$ cat config.mk
export PLATFORM = sky130hd
export DESIGN_NAME = poly_horner_flat
export DESIGN_NICKNAME = d
export VERILOG_FILES = /design/src/rtl/poly_pkg.sv /design/src/rtl/poly_horner_if.sv /design/src/rtl/poly_mac.sv /design/src/rtl/poly_horner.sv /design/src/flat_wrapper.sv
export SDC_FILE = /design/constraint.sdc
export NUM_CORES = 1
export LEC_CHECK = 0
export CAP_MARGIN = 0
export CORE_UTILIZATION = 54
export CTS_CLUSTER_DIAMETER = 100
export DETAILED_ROUTE_END_ITERATION = 16
export PLACE_DENSITY = 0.8
export SETUP_SLACK_MARGIN = 0.02
export SYNTH_ARGS = -nofsm -noshare
export SYNTH_HDL_FRONTEND = slang
export SYNTH_HIERARCHICAL = 1
export SYNTH_SLANG_ARGS = --single-unit
$ cat constraint.sdc
create_clock -name clk -period 7.6 [get_ports clk]
set_clock_uncertainty 0.05 [all_clocks]
set_input_delay 0.76 -clock clk [delete_from_list [all_inputs] [get_ports clk]]
set_output_delay 0.76 -clock clk [all_outputs]
set_load 0.005 [all_outputs]
$ cat src/rtl/poly_pkg.sv
// Shared types and sizing for the Horner polynomial evaluator.
package poly_pkg;

  localparam int unsigned MAX_DEGREE = 15;
  localparam int unsigned CNT_W      = $clog2(MAX_DEGREE + 1);

  typedef enum logic [1:0] {
    LOAD_COEF,
    LOAD_X,
    CALC,
    DONE
  } state_e;

endpackage

$ cat src/rtl/poly_horner_if.sv
// Word stream in, held result out; master drives words, slave is the evaluator.
interface poly_horner_if #(
  parameter int unsigned WIDTH = 8
);

  logic [WIDTH-1:0] data_in;
  logic             in_valid;
  logic             in_ready;
  logic             reuse;
  logic [WIDTH-1:0] result;
  logic             result_valid;
  logic             overflow;
  logic             busy;

  modport master (
    output data_in, in_valid, reuse,
    input  in_ready, result, result_valid, overflow, busy
  );

  modport slave (
    input  data_in, in_valid, reuse,
    output in_ready, result, result_valid, overflow, busy
  );

endinterface

$ cat src/rtl/poly_mac.sv
// One Horner step: acc*x + coef, truncated to WIDTH with an overflow flag.
module poly_mac #(
  parameter int unsigned WIDTH = 8
) (
  input  logic [WIDTH-1:0] acc_i,
  input  logic [WIDTH-1:0] x_i,
  input  logic [WIDTH-1:0] coef_i,
  output logic [WIDTH-1:0] next_acc_o,
  output logic             ovf_o
);

  localparam int unsigned PW = 2 * WIDTH;
  localparam int unsigned SW = PW + 1;

  logic [PW-1:0] prod;
  logic [SW-1:0] sum;

  always_comb begin
    prod       = PW'(acc_i) * PW'(x_i);
    sum        = SW'(prod) + SW'(coef_i);
    next_acc_o = sum[WIDTH-1:0];
    ovf_o      = |sum[SW-1:WIDTH];
  end

endmodule

$ cat src/rtl/poly_horner.sv
// Polynomial evaluator: loads a_N..a_0 then x, one multiply-add per cycle.
module poly_horner
  import poly_pkg::*;
#(
  parameter int unsigned WIDTH  = 8,
  parameter int unsigned DEGREE = 2
) (
  input  logic         clk,
  input  logic         reset,
  poly_horner_if.slave bus
);

  localparam logic [CNT_W-1:0] TOP = CNT_W'(DEGREE);

  state_e           state_q;
  logic [CNT_W-1:0] count_q;
  logic [CNT_W-1:0] step_q;
  logic [WIDTH-1:0] coef_q [0:DEGREE];
  logic [WIDTH-1:0] x_q;
  logic [WIDTH-1:0] acc_q;
  logic [WIDTH-1:0] result_q;
  logic             valid_q;
  logic             ovf_q;

  logic             xfer;
  logic [WIDTH-1:0] coef_sel;
  logic [WIDTH-1:0] acc_d;
  logic             mac_ovf;

  assign bus.in_ready     = (state_q != CALC);
  assign bus.busy         = (state_q == CALC);
  assign bus.result       = result_q;
  assign bus.result_valid = valid_q;
  assign bus.overflow     = ovf_q;
  assign xfer             = bus.in_valid && bus.in_ready;

  // Coefficient for the current Horner step.
  always_comb begin
    coef_sel = '0;
    for (int i = 0; i <= int'(DEGREE); i++) begin
      if (step_q == CNT_W'(i)) coef_sel = coef_q[i];
    end
  end

  poly_mac #(.WIDTH(WIDTH)) u_mac (
    .acc_i      (acc_q),
    .x_i        (x_q),
    .coef_i     (coef_sel),
    .next_acc_o (acc_d),
    .ovf_o      (mac_ovf)
  );

  always_ff @(posedge clk or posedge reset) begin
    if (reset) begin
      state_q  <= LOAD_COEF;
      count_q  <= '0;
      step_q   <= '0;
      for (int i = 0; i <= int'(DEGREE); i++) coef_q[i] <= '0;
      x_q      <= '0;
      acc_q    <= '0;
      result_q <= '0;
      valid_q  <= 1'b0;
      ovf_q    <= 1'b0;
    end else begin
      case (state_q)
        LOAD_COEF: begin
          if (xfer) begin
            for (int i = 0; i <= int'(DEGREE); i++) begin
              if ((TOP - count_q) == CNT_W'(i)) coef_q[i] <= bus.data_in;
            end
            if (count_q == TOP) begin
              count_q <= '0;
              state_q <= LOAD_X;
            end else begin
              count_q <= count_q + CNT_W'(1);
            end
          end
        end
        LOAD_X: begin
          if (xfer) begin
            x_q     <= bus.data_in;
            acc_q   <= coef_q[DEGREE];
            step_q  <= TOP - CNT_W'(1);
            ovf_q   <= 1'b0;
            state_q <= CALC;
          end
        end
        CALC: begin
          acc_q <= acc_d;
          ovf_q <= ovf_q | mac_ovf;
          if (step_q == '0) begin
            result_q <= acc_d;
            valid_q  <= 1'b1;
            state_q  <= DONE;
          end else begin
            step_q <= step_q - CNT_W'(1);
          end
        end
        DONE: begin
          if (xfer) begin
            valid_q <= 1'b0;
            if (bus.reuse) begin
              // New x against the coefficients already held.
              x_q     <= bus.data_in;
              acc_q   <= coef_q[DEGREE];
              step_q  <= TOP - CNT_W'(1);
              ovf_q   <= 1'b0;
              state_q <= CALC;
            end else begin
              coef_q[DEGREE] <= bus.data_in;
              count_q        <= CNT_W'(1);
              state_q        <= LOAD_COEF;
            end
          end
        end
        default: state_q <= LOAD_COEF;
      endcase
    end
  end

endmodule

$ cat src/flat_wrapper.sv
// flat-port wrapper written by rule: the top's interface ports become plain ports
module poly_horner_flat import poly_pkg::*;
#(
  parameter int unsigned WIDTH  = 8,
  parameter int unsigned DEGREE = 2
)
  (clk, reset, bus_data_in, bus_in_valid, bus_reuse, bus_in_ready, bus_result, bus_result_valid, bus_overflow, bus_busy);
  poly_horner_if #(.WIDTH(WIDTH)) bus_i ();
  input  logic clk;
  input  logic reset;
  input wire logic [$bits(bus_i.data_in)-1:0] bus_data_in;
  input wire logic [$bits(bus_i.in_valid)-1:0] bus_in_valid;
  input wire logic [$bits(bus_i.reuse)-1:0] bus_reuse;
  output wire logic [$bits(bus_i.in_ready)-1:0] bus_in_ready;
  output wire logic [$bits(bus_i.result)-1:0] bus_result;
  output wire logic [$bits(bus_i.result_valid)-1:0] bus_result_valid;
  output wire logic [$bits(bus_i.overflow)-1:0] bus_overflow;
  output wire logic [$bits(bus_i.busy)-1:0] bus_busy;
  assign bus_i.data_in = bus_data_in;
  assign bus_i.in_valid = bus_in_valid;
  assign bus_i.reuse = bus_reuse;
  assign bus_in_ready = bus_i.in_ready;
  assign bus_result = bus_i.result;
  assign bus_result_valid = bus_i.result_valid;
  assign bus_overflow = bus_i.overflow;
  assign bus_busy = bus_i.busy;
  poly_horner #(.WIDTH(WIDTH), .DEGREE(DEGREE)) u_core (.clk(clk), .reset(reset), .bus(bus_i));
endmodule
-- Yosys cells after proc, flatten, opt, wreduce, memory -nomap -nowiden
Index checks and enable logic that the tools add are counted.
- word-level logic and storage cells: 93
- register bits: 60
- latch bits: 0
- ROM bits: 0
- memories kept: 0
- memory bits (writable): 0
- multiplexer cells: 39
- shift-type cells: 0
- bitwise operators: 1
- $add $sub $neg: 4
- reductions and logical operators: 19
- equality and inequality tests: 18
- order comparisons: 0
- $mul: 1
- div/mod/pow operators: 0
- operator list (kind ; count):
    $mux 8 ; 13
    $mux 4 ; 8
    $pmux 8 s2 ; 2
    $pmux 8 s3 ; 1
    $add 16x8->17 ; 1
    $mul 8x8->16 ; 1
    $reduce_and 5->1 ; 3
    $eq 4x2->1 const B ; 3
    $mux 2 ; 6
    $ne 2x1->1 const B ; 6
    $pmux 4 s3 ; 1
    $reduce_and 4->1 ; 3
    $reduce_and 3->1 ; 3
    $reduce_or 9->1 ; 1
    $eq 4x1->1 const B ; 2
    $logic_not 4->1 ; 2
    $ne 2x2->1 const B ; 4
    $pmux 2 s4 ; 1
    $pmux 4 s2 ; 1
    $reduce_bool 2->1 ; 3
    $add 4x1->4 const B ; 1
    $eq 2x2->1 const B ; 2
    $mux 1 ; 4
    $sub 2x4->4 const A ; 1
    9 further kinds ; 9

-- Logic depth before layout (Yosys ltp)
Gate-level depths: netlist (run 1).
- depth after elaboration: 8
- mapped depth: 25
- gate-level depth less buffers: 24

-- Modules after synthesis
The synthesis (run 1) kept the hierarchy.
- by module, submodules not included (module ; seq. area each (µm²) ; area an instance (µm²) ; times used ; cells each):
    poly_horner ; 1501.4 ; 3031.7 ; 1 ; 281
    poly_mac ; 0.0 ; 2428.6 ; 1 ; 291

-- Least setup slack after synthesis (run 1)
OpenSTA, ideal clock, no wires.
- path kind: register to register
- start: register u_core.step_q[0]
- end: register u_core.ovf_q (netlist: u_core/bus.overflow)
- setup slack: 2159 ps
- setup time: 126 ps
- path buffers: 1
- stages on the path, launching flop included: 25
- arrival time: 5265 ps
- path through: dfrtp_1 > inv_1 > ha_1 > nor3b_2 > nor2b_1 > buf_2 > a22oi_1 > o21ai_0 > inv_1 > fa_1 > inv_1 > fa_1 > inv_1 > fa_1 > fa_1 > inv_1 > ha_1 > o211ai_2 > o21ai_2 > a31oi_1 > mux2_4 > nor4_2 > nand4_1 > a21oi_1 > nor2_1
- word-level cells in the longest chain between the ends: 8
- elaborated cells between the ends (all ways): 10
- RTL lines (what ; line ; RTL):
    start: declaration ; poly_horner.sv:17 ; logic [CNT_W-1:0] step_q;
    start signal: assignment ; poly_horner.sv:83 ; step_q <= TOP - CNT_W'(1);
    start signal: assignment ; poly_horner.sv:96 ; step_q <= step_q - CNT_W'(1);
    start signal: assignment ; poly_horner.sv:106 ; step_q <= TOP - CNT_W'(1);
    $logic_not 4->1 ; poly_horner.sv:41 ; if (step_q == CNT_W'(i)) coef_sel = coef_q[i];
    $mux 8 (2 in series) ; poly_horner.sv:41 ;
    $mux 8 (*) ; poly_horner.sv:41 ;
    net u_core.coef_sel[6] ; poly_horner.sv:26 ; logic [WIDTH-1:0] coef_sel;
    $add 16x8->17 (*) ; poly_mac.sv:20 ; sum = SW'(prod) + SW'(coef_i);
    $reduce_or 9->1 (*) ; poly_mac.sv:22 ; ovf_o = |sum[SW-1:WIDTH];
    net u_core.mac_ovf ; poly_horner.sv:28 ; logic mac_ovf;
    $or 1x1->1 (*) ; poly_horner.sv:90 ; ovf_q <= ovf_q | mac_ovf;
    $pmux 1 s3 (*) ; poly_horner.sv:65 ; case (state_q)
    end signal: assignment ; poly_horner.sv:90 ;
    end: declaration ; poly_horner.sv:23 ; logic ovf_q;
The timed path passes the listed nets; every way through them passes the cells marked *.
A chain may end at the register's enable or synchronous reset.

-- Final worst setup path (run 1)
Same ends and word-level chain as after synthesis.

==> flow_summary.ini, run 1 <==
[final_layout]
final_cells = 730
layout-drive-gt1-share_pct = 10.89
antenna_cells = 0
final_nets = 697
syn_to_final_growth_pct = 9.120
fill_cells = 804

[timing]
post-route-period-util_pct = 81.26
slew_headroom_pct = 36.97
period_minus_slack_ns = 6.176
setup_viol = 0
final_max_slew_viol_count = 0
max_freq_mhz = 161.9
grt_setup_unrepaired = no
hold_violations = 0
tns_ns = 0
tightestPinTransition_ns = 0.9434

[grt]
grt_first_pass_wirelength_um = 19690
grtUsageTotal_pct = 24.26
antenna_found_initial = 0
grt_start_max_net_pins = 61
grt_pass1_vias = 4205
overflow = 0

[critical_path]
start_kind = flop
end_kind = flop
crit_top_cell = inv_1
crit_slowest_cell = fa_1
critical-path-max-stage-delay_ns = 0.54
crit_path_cell_trace = inv_1, ha_1, nor3b_2, nor2b_1, a22oi_1, o21ai_0, inv_1, fa_1, inv_1, fa_1, ha_1, inv_1, fa_1, inv_1, fa_1, a211oi_1, o21ai_2, a31oi_1, mux2_4, nor4_2, nand4_1, a21oi_1, nor2_1
path_class = reg -> reg
crit_path_max_fanout = 8
arrival_ns = 6.34
critical_path_required_ns = 7.76

[clocking]
cts_resized = 0
cts-buffers-inserted = 9
cts_tree = done
clock-root-buffer = clkbuf_8
clkTransAtPathRegs_ns = 0.07
cts_sinks = 60
htree_levels = 3
cts_setup_buffers = 0
ctsLongestPathBuffers = 2
ctsHoldBuffers = 0
clock_latency_ns = 0.34

[logic_synthesis]
synthesis.area_um2 = 5460
synth_seq_cells = 60
ys_types = 58
synth_top_family_by_area = adder cells
syn_nets = 677
yosys.area_share.xor_xnor_pct = 0.8020
synthAdderAreaFrac_pct = 27.36
synth_edf_count = 0
ys_seq_area_share_pct = 27.50
synth_compound_area_share_pct = 13.79
syn_inst = 572
async_flop_share_pct = 100.0
synth-simple-area-share_pct = 14.92
synthMuxAreaShare_pct = 8.524
yosysWarnings = 6
synthFlopType = dfrtp_1
post_synth.cell_area_avg_um2 = 9.546

[die]
initial_core_util_pct = 55.86
die_y_um = 102.6
std_cell_rows = 36
io_pins = 24
dieArea_um2 = 10520
core_area_um2 = 9774
die_w_um = 102.6

[placed_design]
portBuffers = 23
dp_hpwl_um = 8919
gp_congestion = 0.8262
placedCellCount = 714

[route]
dr_total_vias = 4075
wirelength_um = 11410
wl_per_cell_um = 15.62
antenna_left = 0
drtPass1Iterations = 5
via_per_inst = 5.582
drc_errors = 0
drtIter0Drc = 249

[run_status]
outcome = finished clean

[worst_hold_path]
min_path_type = reg -> reg

[run]
maxCapViolCount = 0
## metrics by stage
step                setup slack, ns  area (µm²)  util, %  hold slack, ns
finish                        1.424        5958    60.96          0.4529
detailed placement            1.503        5788    59.22          0.4446
global placement              1.742        5788    59.22          0.4385
global route                  1.045        5958    60.96          0.4775
floorplan                     2.159        5460        -          0.4298
CTS                           1.475        5958    60.96          0.4596
## worst paths after layout
| kind | start | slack [ns] | endpoint | depth (start not counted) |
|---|---|---|---|---|
| max reg2reg | u_core/step_q[0]$_DFFE_PP0P_ | 1.42 | u_core/bus.overflow$_DFFE_PP0P_ | 23 |
| min reg2reg | u_core/bus.result[3]$_DFFE_PP0P_ | 0.45 | u_core/bus.result[3]$_DFFE_PP0P_ | 1 |
| max | u_core/step_q[0]$_DFFE_PP0P_ | 1.42 | u_core/bus.overflow$_DFFE_PP0P_ | 23 |
| min | u_core/bus.result[3]$_DFFE_PP0P_ | 0.45 | u_core/bus.result[3]$_DFFE_PP0P_ | 1 |
| max in group asynchronous | reset | 6.11 | u_core/acc_q[4]$_DFFE_PP0P_ | 3 |
| min in group asynchronous | reset | 0.90 | u_core/bus.result_valid$_DFFE_PP0P_ | 3 |
## routing by layer
layer | global-route usage, % | share of wire, %
met5 | 0 | 0
met4 | 5.604 | 0.52
met3 | 5.424 | 3.7
met2 | 41.23 | 50
met1 | 31.66 | 46
## registers in the layout, summed over array words and instances (netlist names)
signal,cells
u_core/count_q,4
u_core/coef_q,24
u_core/acc_q,8
u_core/bus.result,8
u_core/bus.result_valid,1
u_core/step_q,4
u_core/x_q,8
u_core/state_q,2
u_core/bus.overflow,1
## critical path, delay by kind of cell, from the launching register on
family	cells	cell delay [ns]
and+or+nand+nor	5	1.18
muxes	1	0.32
buffers and inverters	5	0.40
adders and majority gates	6	2.50
DFF	1	0.42
AOI/OAI and AO/OA	6	1.18
## Yosys cell counts, types with 2 or more instances
master / instances / area (µm²)
o21ai_1: 2 / 10.01
a221oi_1: 9 / 78.83
nand4b_1: 3 / 26.28
buf_2: 7 / 35.03
nor3b_1: 3 / 22.52
o211ai_1: 2 / 15.01
o21ai_2: 2 / 17.52
mux2i_1: 9 / 90.09
dfrtp_1: 60 / 1501
a21o_1: 9 / 67.56
nor3_1: 9 / 45.04
nand2b_1: 3 / 18.77
o31ai_1: 2 / 15.01
fa_1: 44 / 880.8
a22oi_1: 8 / 60.06
or3_1: 2 / 12.51
clkbuf_1: 5 / 18.77
nor2b_1: 3 / 18.77
buf_4: 2 / 15.01
buf_6: 2 / 22.52
a211oi_1: 2 / 15.01
nand4_1: 2 / 12.51
nand2_1: 87 / 326.6
a31oi_1: 4 / 25.02
a21oi_1: 18 / 90.09
o211ai_4: 2 / 42.54
inv_1: 77 / 289.0
and2_1: 23 / 143.9
mux2_2: 32 / 360.4
ha_1: 49 / 613.1
o21ai_0: 39 / 195.2
nor2_1: 22 / 82.58
xor2_1: 2 / 17.52
xnor2_1: 3 / 26.28
## cell usage in the layout, fill, tap and decap left out, types with 3 or more instances in the layout
cell	synthesis	layout
nand2_1	87	87
a31oi_1	4	4
mux2i_1	9	9
a221oi_1	9	9
a21oi_1	18	17
clkdlybuf4s50_1	0	23
mux2_2	32	32
nor2_1	22	22
a22oi_1	8	8
xnor2_1	3	3
nor3_1	9	9
ha_1	49	49
dfrtp_1	60	60
clkbuf_8	0	10
buf_4	2	3
nor3b_1	3	3
nand2b_1	3	3
and2_1	23	23
o21ai_0	39	39
nand4b_1	3	3
nor2b_1	3	3
a21o_1	9	9
inv_1	77	76
fa_1	44	44
## layout make-up
cell class	instances	area, µm²	share of cell area (%)
Multi-Input combinational cell	417	3575	60.00
Sequential cell	60	1501	25.20
Clock buffer	12	145.1	2.436
Inverter	78	292.8	4.914
Clock inverter	4	25.02	0.4200
Timing Repair Buffer	26	252.7	4.242
Tap cell	133	166.4	2.793
## cell families (layout without fill, tap and decap cells)
group,Yosys count,count (layout)
and+or+nand+nor,168,168
AOI/OAI and AO/OA,109,109
xor gates and xnor gates,5,5
adders and majority gates,93,93
muxes,42,42
buffers and inverters,95,120
DFF,60,60
Power of run 1 is left out: the tool's default activity adds up to more than one toggle a clock period on the data nets, which glitch-free logic cannot reach.
==> run 2, diff against run 1 <==
==> constraint.sdc (replaced) <==
create_clock -name clk -period 5.85 [get_ports clk]
set_clock_uncertainty 0.05 [all_clocks]
set_input_delay 0.585 -clock clk [delete_from_list [all_inputs] [get_ports clk]]
set_output_delay 0.585 -clock clk [all_outputs]
set_load 0.005 [all_outputs]
==> flow_summary.ini, run 2 (synthesized netlist as in run 1, its figures left out) <==
[critical_path]
critical_path_required_ns = 6.03
path_class = reg -> reg
critical-path-max-stage-delay_ns = 0.54
crit_path_max_fanout = 6
crit_top_cell = inv_1
crit_slowest_cell = fa_1
start_kind = flop
arrival_ns = 5.71
crit_path_cell_trace = inv_1, ha_2, nor3b_4, nor2b_4, a22oi_1, o21ai_0, inv_1, fa_1, inv_1, fa_1, inv_1, fa_1, fa_1, inv_1, ha_2, o211ai_2, o21ai_2, a31oi_1, mux2_4, nor4_2, nand4_1, a21oi_1, nor2_1
end_kind = flop

[route]
wl_per_cell_um = 15.92
dr_total_vias = 4167
antenna_left = 0
drtPass1Iterations = 5
drtIter0Drc = 314
wirelength_um = 11660
drc_errors = 0
via_per_inst = 5.693

[final_layout]
fill_cells = 796
top_register = u_core/coef_q
final_cell_mix = 87 x nand2_1, 76 x inv_1, 60 x dfrtp_1, 47 x ha_1, 44 x fa_1
regArea_um2 = 1501
syn_to_final_growth_pct = 11.00
layout-drive-gt1-share_pct = 12.19
antenna_cells = 0
multi_input_area_um2 = 3610
final_cells = 732
mostFrequentLayoutCell = nand2_1
postLayoutCoreUtil_pct = 62.01
largest_register_ffs = 24
final_nets = 700

[timing]
setup_viol = 0
tightestPinTransition_ns = 0.7586
post-route-period-util_pct = 94.42
period_minus_slack_ns = 5.524
hold_violations = 0
worst_hold_slack_ns = 0.4572
slew_headroom_pct = 49.42
final_max_slew_viol_count = 0
max_freq_mhz = 181.0

[die]
dieArea_um2 = 10520
core_area_um2 = 9774
initial_core_util_pct = 55.86
die_w_um = 102.6
die_y_um = 102.6
io_pins = 24
std_cell_rows = 36

[grt]
antenna_found_initial = 0
grt_pass1_vias = 4117
overflow = 0
grtUsageTotal_pct = 24.52
grt_first_pass_wirelength_um = 19770
grt_start_max_net_pins = 61

[clocking]
ctsLongestPathBuffers = 2
htree_levels = 3
clkTransAtPathRegs_ns = 0.07
cts-buffers-inserted = 9
ctsHoldBuffers = 0
cts_tree = done
clock-root-buffer = clkbuf_8
clock_latency_ns = 0.35
cts_sinks = 60

[run]
maxCapViolCount = 0

[placed_design]
dp_hpwl_um = 8702
placedCellCount = 715
portBuffers = 23
gp_congestion = 0.8006

[worst_hold_path]
min_path_type = reg -> reg

[run_status]
outcome = finished clean
run 2: cell types whose count changed in the layout (fill, tap and decap cells not counted), sizes merged:
cell | previous run | this run
bufinv | 0 | 2
clkbuf | 12 | 11
clkinvlp | 2 | 0
buf | 3 | 6
run 2: final timing paths:
kind                                               start                         endpoint  slack (ns)  cells after the start
max                         u_core/step_q[0]$_DFFE_PP0P_  u_core/bus.overflow$_DFFE_PP0P_        0.33                     23
min                        u_core/coef_q[16]$_DFFE_PP0P_    u_core/coef_q[16]$_DFFE_PP0P_        0.46                      1
max reg2reg                 u_core/step_q[0]$_DFFE_PP0P_  u_core/bus.overflow$_DFFE_PP0P_        0.33                     23
min reg2reg                u_core/coef_q[16]$_DFFE_PP0P_    u_core/coef_q[16]$_DFFE_PP0P_        0.46                      1
max in group asynchronous                          reset     u_core/coef_q[6]$_DFFE_PP0P_        4.54                      3
min in group asynchronous                          reset     u_core/step_q[1]$_DFFE_PP0P_        0.72                      3
run 2: final cells by class:
class | instances | area share (%)
inverters | 78 | 4.831
clock buffers | 11 | 2.333
well taps | 133 | 2.746
multi-input cells | 417 | 59.56
flip-flops and latches | 60 | 24.77
clock inverters | 4 | 1.218
repair buffers | 29 | 4.542
run 2: timing repair:
| action | CTS | global route |
|---|---|---|
| endpoints found under the setup margin | 1 | 1 |
| pin swaps | 0 | 1 |
| setup buffers | 0 | 2 |
| resized for setup | 2 | 6 |
| hold endpoints to repair | 0 | 0 |
run 2: stage by stage:
step | worst slack [ns] | instance area (µm²) | setup TNS [ns]
floorplan | 0.4091 | 5460 | 0
CTS | 0.09303 | 6018 | 0
global route | -0.01355 | 6061 | -0.01355
finish | 0.3263 | 6061 | 0
detailed placement | -0.07282 | 5796 | -0.07282
global placement | 0.1738 | 5796 | 0
run 2: worst max-delay path: cells and delay by family (launching register included):
family | cells | cell delay (ns)
buf+inv | 5 | 0.35
fa+ha+maj | 6 | 2.59
mux | 1 | 0.32
flops | 1 | 0.43
simple gates | 5 | 0.78
compound gates | 6 | 0.89
run 2: per-layer routing:
metal	wire [µm]	track usage (%)	vias to the layer above
met5	0	0	-
met2	5774	40.87	136
met3	669	5.763	14
met4	111	6.264	0
met1	5101	32.31	2047
li1	-	-	1970
Power of run 2 is left out for the same reason.
==> run 3, diff against run 2 <==
--- a/config.mk
+++ b/config.mk
@@ -6,10 +6,10 @@
 export NUM_CORES = 1
 export LEC_CHECK = 0
 export CAP_MARGIN = 0
-export CORE_UTILIZATION = 54
+export CORE_UTILIZATION = 40
 export CTS_CLUSTER_DIAMETER = 100
 export DETAILED_ROUTE_END_ITERATION = 16
-export PLACE_DENSITY = 0.8
+export PLACE_DENSITY = 0.65
 export SETUP_SLACK_MARGIN = 0.02
 export SYNTH_ARGS = -nofsm -noshare
 export SYNTH_HDL_FRONTEND = slang
==> flow_summary.ini, run 3 (synthesized netlist as in run 1, its figures left out) <==
[critical_path]
critical_path_required_ns = 6.00
path_class = reg -> reg
crit_cells = 26
cp_num_buf_inv = 7
start_kind = flop
arrival_ns = 5.69
crit_top_cell = inv_1
critical-path-max-stage-delay_ns = 0.54
crit_path_max_fanout = 6
reg2regPathDepth = 26
critical_path.top_delay_family = adder cells
crit_slowest_cell = fa_1
end_kind = flop

[worst_hold_path]
whs_path_depth = 1
min_path_type = reg -> reg

[placed_design]
placed_area_um2 = 5857
placedCellCount = 759
gp_congestion = 0.7995
dp_hpwl_um = 8862
portBuffers = 23

[final_layout]
antenna_cells = 0
final_cells = 777
top_register = u_core/coef_q
largest_register_ffs = 24
finalInstanceArea_um2 = 6232
mostFrequentLayoutCell = nand2_1
final_cell_mix = 87 x nand2_1, 76 x inv_1, 60 x dfrtp_1, 47 x ha_1, 43 x fa_1
final_nets = 702
postLayoutCoreUtil_pct = 46.88
layout-drive-gt1-share_pct = 13.31
fill_cells = 1217
syn_to_final_growth_pct = 14.14

[run]
maxCapViolCount = 0

[clocking]
cts_sinks = 60
cts-buffers-inserted = 9
clkTransAtPathRegs_ns = 0.05
clock_latency_ns = 0.32
ctsHoldBuffers = 0
cts_tree = done
ctsLongestPathBuffers = 2
clock-root-buffer = clkbuf_16
htree_levels = 3

[grt]
grt_start_max_net_pins = 61
grtUsageTotal_pct = 17.99
grt_first_pass_wirelength_um = 20690
overflow = 0
grt_pass1_vias = 4205
antenna_found_initial = 0

[die]
initial_core_util_pct = 41.07
std_cell_rows = 42
die_w_um = 118.8
dieArea_um2 = 14120
die_y_um = 118.8
io_pins = 24
core_area_um2 = 13300

[run_status]
outcome = finished clean

[route]
wl_per_cell_um = 14.82
via_per_inst = 5.207
wirelength_um = 11520
dr_total_vias = 4046
drc_errors = 0
antenna_left = 0
drtPass1Iterations = 5
drtIter0Drc = 176

[timing]
slew_headroom_pct = 49.49
max_freq_mhz = 180.6
post-route-period-util_pct = 94.66
final_max_slew_viol_count = 0
period_minus_slack_ns = 5.538
hold_violations = 0
setup_viol = 0
tns_ns = 0
tightestPinTransition_ns = 0.7577
[run 3: metal layers]
metal	vias up	GRT usage, %	wire, µm
li1	1975	-	-
met5	-	0	0
met4	0	3.956	120
met1	1998	24.44	5625
met2	62	29.57	5483
met3	11	3.688	287
[run 3: cell type report]
| cell class | instances | area, µm² | share of cell area (%) |
|---|---|---|---|
| well taps | 176 | 220.2 | 3.533 |
| multi-input cells | 417 | 3626 | 58.18 |
| inverters | 78 | 292.8 | 4.698 |
| flip-flops and latches | 60 | 1501 | 24.09 |
| clock inverters | 4 | 48.80 | 0.7830 |
| repair buffers | 31 | 290.3 | 4.658 |
| clock buffers | 11 | 252.7 | 4.055 |
[run 3: path summary, 6_finish.rpt]
check,from,endpoint,slack [ns]
min in group asynchronous,reset,u_core/step_q[0]$_DFFE_PP0P_,0.75
max reg2reg,u_core/step_q[0]$_DFFE_PP0P_,u_core/bus.overflow$_DFFE_PP0P_,0.31
min,u_core/bus.result[7]$_DFFE_PP0P_,u_core/bus.result[7]$_DFFE_PP0P_,0.45
min reg2reg,u_core/bus.result[7]$_DFFE_PP0P_,u_core/bus.result[7]$_DFFE_PP0P_,0.45
max in group asynchronous,reset,u_core/x_q[7]$_DFFE_PP0P_,4.51
max,u_core/step_q[0]$_DFFE_PP0P_,u_core/bus.overflow$_DFFE_PP0P_,0.31
[run 3: stage by stage]
| stage | hold slack (ns) | setup slack (ns) |
|---|---|---|
| floorplan | 0.4298 | 0.4091 |
| global placement | 0.4328 | 0.1836 |
| detailed placement | 0.4465 | 0.002069 |
| CTS | 0.4580 | 0.04713 |
| global route | 0.4713 | -0.004113 |
| finish | 0.4524 | 0.3124 |
[run 3: timing repair]
item                                    in CTS  in global routing
buffers inserted                             0                  3
resized for setup                            1                 13
pin swaps                                    0                  1
endpoints found under the setup margin       1                  1
[run 3: worst register-to-register path, stage by stage (launching register included)]
cell      delay (ns)
dfrtp_1         0.43
inv_1           0.11
ha_2            0.21
nor3b_4         0.20
nor2b_4         0.24
buf_4           0.13
buf_4           0.10
a22oi_1         0.08
o21ai_0         0.19
inv_1           0.08
fa_1            0.54
inv_1           0.05
ha_1            0.28
ha_1            0.15
inv_1           0.05
fa_1            0.49
inv_1           0.04
ha_1            0.22
fa_2            0.39
a211oi_2        0.23
o21ai_2         0.13
a31oi_2         0.25
mux2_4          0.33
nor4_2          0.13
nand4_1         0.11
a21oi_1         0.14
nor2_1          0.06
Power of run 3 is left out for the same reason.
